===== config.mk =====
export PLATFORM = sky130hd
export DESIGN_NAME = seg_display_arbiter_flat
export DESIGN_NICKNAME = d
export VERILOG_FILES = /design/src/rtl/seg_display_arbiter_if.sv /design/src/rtl/seg_display_arbiter.sv /design/src/flat_wrapper.sv
export SDC_FILE = /design/constraint.sdc
export NUM_CORES = 1
export LEC_CHECK = 0
export CORE_MARGIN = 2
export CORE_UTILIZATION = 29
export DETAILED_ROUTE_END_ITERATION = 10
export PLACE_DENSITY = 0.62
export SYNTH_ARGS = -nofsm -noshare
export SYNTH_HDL_FRONTEND = slang
export SYNTH_SLANG_ARGS = --single-unit

===== constraint.sdc =====
create_clock -name clk -period 5.6 [get_ports clk]
set_input_delay 1.12 -clock clk [delete_from_list [all_inputs] [get_ports clk]]
set_output_delay 1.12 -clock clk [all_outputs]
set_load 0.1 [all_outputs]

===== src/rtl/seg_display_arbiter_if.sv =====
// rtl/seg_display_arbiter_if.sv - requester/display bundle for seg_display_arbiter
interface seg_display_arbiter_if #(
  parameter int N    = 4,
  parameter int NREQ = 3
);
  logic [NREQ-1:0]     req;
  logic [NREQ-1:0]     upd;
  logic [NREQ*4*N-1:0] data_in;
  logic [NREQ-1:0]     grant;
  logic [2:0]          owner;
  logic [NREQ-1:0]     done;
  logic [4*N-1:0]      din_out;
  logic                blank;

  modport master (
    output req, upd, data_in,
    input  grant, owner, done, din_out, blank
  );

  modport slave (
    input  req, upd, data_in,
    output grant, owner, done, din_out, blank
  );
endinterface


===== src/rtl/seg_display_arbiter.sv =====
// rtl/seg_display_arbiter.sv - round-robin, min-dwell owner arbiter for a shared seven-segment display
module seg_display_arbiter #(
  parameter int N     = 4,
  parameter int NREQ  = 3,
  parameter int DWELL = 8
) (
  input  logic                 clk,
  input  logic                 reset,
  seg_display_arbiter_if.slave bus
);
  localparam int CW = (DWELL > 1) ? $clog2(DWELL) : 1;
  localparam int W  = 4 * N;

  typedef enum logic {IDLE, SHOW} state_t;

  state_t          state_q, state_d;
  logic [CW-1:0]   cnt_q, cnt_d;
  logic [2:0]      ptr_q, ptr_d;
  logic [2:0]      owner_q, owner_d;
  logic [NREQ-1:0] grant_q, grant_d;
  logic [NREQ-1:0] done_q, done_d;
  logic [W-1:0]    din_q, din_d;
  logic            blank_q, blank_d;

  logic       found;
  logic [2:0] win;
  int         idx;

  // First requester at or after ptr, wrapping modulo NREQ.
  always_comb begin
    found = 1'b0;
    win   = 3'd0;
    idx   = 0;
    for (int k = 0; k < NREQ; k++) begin
      idx = (int'(ptr_q) + k) % NREQ;
      if (!found && bus.req[idx]) begin
        found = 1'b1;
        win   = 3'(idx);
      end
    end
  end

  always_comb begin
    state_d = state_q;
    cnt_d   = cnt_q;
    ptr_d   = ptr_q;
    owner_d = owner_q;
    grant_d = grant_q;
    done_d  = '0;
    din_d   = din_q;
    blank_d = blank_q;

    if (state_q == SHOW && cnt_q != CW'(DWELL - 1)) begin
      cnt_d = cnt_q + 1'b1;
      if (bus.upd[owner_q]) din_d = bus.data_in[W*owner_q +: W];
    end else begin
      if (state_q == SHOW) done_d = NREQ'(1) << owner_q;
      if (found) begin
        state_d = SHOW;
        grant_d = NREQ'(1) << win;
        owner_d = win;
        din_d   = bus.data_in[W*win +: W];
        blank_d = 1'b0;
        cnt_d   = '0;
        ptr_d   = (win == 3'(NREQ - 1)) ? 3'd0 : win + 3'd1;
      end else begin
        state_d = IDLE;
        grant_d = '0;
        blank_d = 1'b1;
      end
    end
  end

  always_ff @(posedge clk) begin
    if (reset) begin
      state_q <= IDLE;
      cnt_q   <= '0;
      ptr_q   <= '0;
      owner_q <= '0;
      grant_q <= '0;
      done_q  <= '0;
      din_q   <= '0;
      blank_q <= 1'b1;
    end else begin
      state_q <= state_d;
      cnt_q   <= cnt_d;
      ptr_q   <= ptr_d;
      owner_q <= owner_d;
      grant_q <= grant_d;
      done_q  <= done_d;
      din_q   <= din_d;
      blank_q <= blank_d;
    end
  end

  assign bus.grant   = grant_q;
  assign bus.owner   = owner_q;
  assign bus.done    = done_q;
  assign bus.din_out = din_q;
  assign bus.blank   = blank_q;
endmodule


===== src/flat_wrapper.sv =====
// flat-port wrapper written by rule: the top's interface ports become plain ports
module seg_display_arbiter_flat 
#(
  parameter int N     = 4,
  parameter int NREQ  = 3,
  parameter int DWELL = 8
)
  (clk, reset, bus_req, bus_upd, bus_data_in, bus_grant, bus_owner, bus_done, bus_din_out, bus_blank);
  seg_display_arbiter_if #(.N(N), .NREQ(NREQ)) bus_i ();
  input  logic clk;
  input  logic reset;
  input wire logic [$bits(bus_i.req)-1:0] bus_req;
  input wire logic [$bits(bus_i.upd)-1:0] bus_upd;
  input wire logic [$bits(bus_i.data_in)-1:0] bus_data_in;
  output wire logic [$bits(bus_i.grant)-1:0] bus_grant;
  output wire logic [$bits(bus_i.owner)-1:0] bus_owner;
  output wire logic [$bits(bus_i.done)-1:0] bus_done;
  output wire logic [$bits(bus_i.din_out)-1:0] bus_din_out;
  output wire logic [$bits(bus_i.blank)-1:0] bus_blank;
  assign bus_i.req = bus_req;
  assign bus_i.upd = bus_upd;
  assign bus_i.data_in = bus_data_in;
  assign bus_grant = bus_i.grant;
  assign bus_owner = bus_i.owner;
  assign bus_done = bus_i.done;
  assign bus_din_out = bus_i.din_out;
  assign bus_blank = bus_i.blank;
  seg_display_arbiter #(.N(N), .NREQ(NREQ), .DWELL(DWELL)) u_core (.clk(clk), .reset(reset), .bus(bus_i));
endmodule

==> flow_metrics.tcl <==
set metrics [dict create \
    status "finished, final reports clean" \
    synth_flop_cell "dfxtp_1" \
    final.setup.tns_ns 0 \
    gr-max-usage-layer "met2" \
    gp_congestion 0.837 \
    async_flop_share_pct 0 \
    max_freq_mhz 194 \
    arrival_ns 5.38 \
    port_buffers 81 \
    cts.path.max_buffers 2 \
    rows 34 \
    end_kind "flip-flop" \
    grt_pass1_vias 2598 \
    use_met2_pct 26.7 \
    drt-pass1-iter-count 4 \
    cts.repair.resized 0 \
    hp-class "reg2reg" \
    critPathKind "reg2reg" \
    synth.net_count 378 \
    cp_max_fo 18 \
    crit_top_cell "ha_1" \
    clk_latency_ns 0.29 \
    cts_buffers 5 \
    relSlewSlack_pct 28.8 \
    required_ns 5.83 \
    use_met1_pct 21.2 \
    ctsRootBufferMaster "clkbuf_8" \
    vias 2595 \
    path_clk_slew_ns 0.07 \
    n_antenna_cell 0 \
    ys_seq_area_share_pct 25.0 \
    multi_input_area_um2 1760 \
    hold_violations 0 \
    seq_area_um2 661 \
    finalSetupViolations 0 \
    drt.antenna.violating_nets 0 \
    ctsHoldBuffers 0 \
    powerDensity_nw_per_um2 623 \
    switchingPower_mw 1.23 \
    cap_viol_max_count 0 \
    yosysMostFrequentCell "inv_1" \
    p_int_mw 1.04 \
    seq_power_share_pct 15.6 \
    switching_share_pct 54.1 \
    cts_tree "done" \
    slew_viol_final 0 \
    cpPeakStageDelay_ns 0.88 \
    die_height_um 99.4 \
    wl_per_cell_um 16.3 \
    avgSynthCellArea_um2 8.68 \
    slowest_stage "a2111oi_4" \
    drt-initial-drc-count 90 \
    grt_pass1_wl_um 12900 \
    grt.total_usage_pct 16.0 \
    place.detailed.hpwl_um 6070 \
    grt_max_degree 19 \
    use_met3_pct 2.32 \
    die_width_um 99.4 \
    path_buf_inv 0 \
    worstMarginPinSlew_ns 1.07 \
    synth-seq-cells 33 \
    cp-start-kind "flip-flop" \
    synth.area.top_cells "dfxtp_1 25%, ha_1 8.5%, a221o_1 6.1%" \
    drc_errors 0 \
    num-fill-cells 873 \
    die-area_um2 9880 \
    post_cts_buffers 0 \
    p_leak_nw 1.38 \
    gr-total-overflow 0 \
    syn_area_um2 2640 \
    skew_ns 0.00601 \
    power_frac_comb_pct 73.9 \
    avgViaCountPerCell 5.27 \
    instances_no_fill 492 \
    peakVddDrop_mv 0.316 \
    ios 82 \
    clkPwrFrac_pct 10.5 \
    path_cells "ha_1 -> and2_1 -> nor2_1 -> ha_1 -> ha_1 -> nand2_1 -> o21ai_1 -> a211oi_4 -> ha_1 -> mux2i_1 -> o22a_1 -> o21ai_1 -> o31ai_4 -> a31oi_2 -> o21ai_4 -> a2111oi_4 -> a221o_1" \
    rsz0062_at_grt "false" \
    start_util_pct 30.1 \
    synth_edf_count 0 \
    cts_sinks 33 \
    synthTopCellsByCount "37 x inv_1, 33 x dfxtp_1, 23 x nand2_1" \
    postRouteWirelength_um 8000 \
    synth_warnings 0 \
    final_nets 457 \
    synth_top_area_cell "dfxtp_1" \
    synthCells 304 \
    fin_util_pct 41.5 \
    synth.distinct_cells 70 \
    area_growth_pct 37.9 \
    min_period_ns 5.15 \
    numPlacedInstances 484 \
    htreeDepth 2 \
    antenna_found_initial 0 \
    whs_ns 0.465 \
    fin_crit_sh_pct 91.9 \
    drive_above_1_share_pct 7.81 \
    core_um2 8760 \
    synth_top_area_share_pct 25.0 \
    critical_path.top_delay_family "compound AO/OA/AOI/OAI gates" \
]
-- cell usage in the layout (no fill, tap or decap), drive strengths merged, types with 3 or more instances in the layout --
master | netlist | final
o211a | 3 | 3
o21ai | 12 | 12
nand3 | 5 | 5
a31oi | 4 | 4
clkbuf | 4 | 7
a221o | 16 | 16
ha | 18 | 18
mux2i | 8 | 8
nand2 | 23 | 23
o211ai | 3 | 3
nor3 | 5 | 5
a211oi | 4 | 4
xnor2 | 5 | 5
a21oi | 15 | 15
dfxtp | 33 | 33
nand2b | 8 | 8
inv | 37 | 37
clkdlybuf4s50 | 0 | 81
o32ai | 16 | 16
nor2b | 6 | 6
nor2 | 19 | 19
and2 | 4 | 4
or3 | 3 | 3
-- per-layer routing --
metal,routed length [um],up-vias
met5,0,-
met4,141,0
met3,263,12
met2,3890,55
met1,3700,1228
li1,-,1300
-- registers in the layout, indices dropped and copies added (netlist names) --
| signal | count |
|---|---|
| u_core.bus.din_out | 16 |
| u_core.bus.done | 3 |
| u_core.bus.grant | 3 |
| u_core.bus.owner | 3 |
| u_core.cnt_q | 3 |
| u_core.ptr_q | 3 |
| u_core.bus.blank | 1 |
| u_core.state_q | 1 |
-- worst paths after layout --
kind                                                      endpoint                              from  cells past startpoint  slack (ns)
worst max-delay path            u_core.bus.din_out[2]$_SDFFE_PP0P_      u_core.ptr_q[1]$_SDFFE_PP0P_                     17        0.45
worst min-delay path              u_core.bus.grant[0]$_SDFFE_PP0N_  u_core.bus.grant[0]$_SDFFE_PP0N_                      2        0.46
worst max register to register  u_core.bus.din_out[2]$_SDFFE_PP0P_      u_core.ptr_q[1]$_SDFFE_PP0P_                     17        0.45
worst min register to register    u_core.bus.grant[0]$_SDFFE_PP0N_  u_core.bus.grant[0]$_SDFFE_PP0N_                      2        0.46
-- worst min-delay path, delay by kind of cell, from the launching register on --
family	cells	cell delay [ns]
DFF	1	0.32
AOI/OAI and AO/OA	1	0.05
and+or+nand+nor	1	0.05
-- final cells by class --
| cell class | instances | area share [%] |
|---|---|---|
| Timing Repair Buffer | 83 | 22.7 |
| Inverter | 37 | 3.82 |
| Sequential cell | 33 | 18.2 |
| Clock buffer | 7 | 2.37 |
| Multi-Input combinational cell | 223 | 48.4 |
| Clock inverter | 1 | 0.825 |
| Tap cell | 108 | 3.71 |
-- stage by stage --
| stage | total power [mW] | area (um^2) | setup slack, ns |
|---|---|---|---|
| 3_3_place_gp | 1.99 | 3520 | 0.641 |
| 2_1_floorplan | 1.68 | 2640 | 1.40 |
| 4_1_cts | 2.27 | 3640 | 0.324 |
| 3_5_place_dp | 2.02 | 3520 | 0.381 |
| 6_report | 2.27 | 3640 | 0.453 |
| 5_1_grt | 2.42 | 3640 | 0.0204 |
-- power by group through the flow --
stage	registers (mW)	logic, mW	clock network [mW]
floorplan	0.664	1.02	0
global placement	0.357	1.64	0
detailed placement	0.357	1.66	0
CTS	0.353	1.67	0.240
global route	0.363	1.81	0.250
finish	0.354	1.68	0.237
-- cell families (layout without fill, tap and decap cells) --
kind of cell,count (synthesis),in the layout,share of synthesized area (%)
AOI/OAI and AO/OA,104,104,35.1
xor gates and xnor gates,6,6,2.56
muxes,10,10,3.89
DFF,33,33,25.0
buffers and inverters,48,128,8.20
and+or+nand+nor,85,85,16.6
adders and majority gates,18,18,8.54
Note: power is estimated with default switching activity, not from simulation.
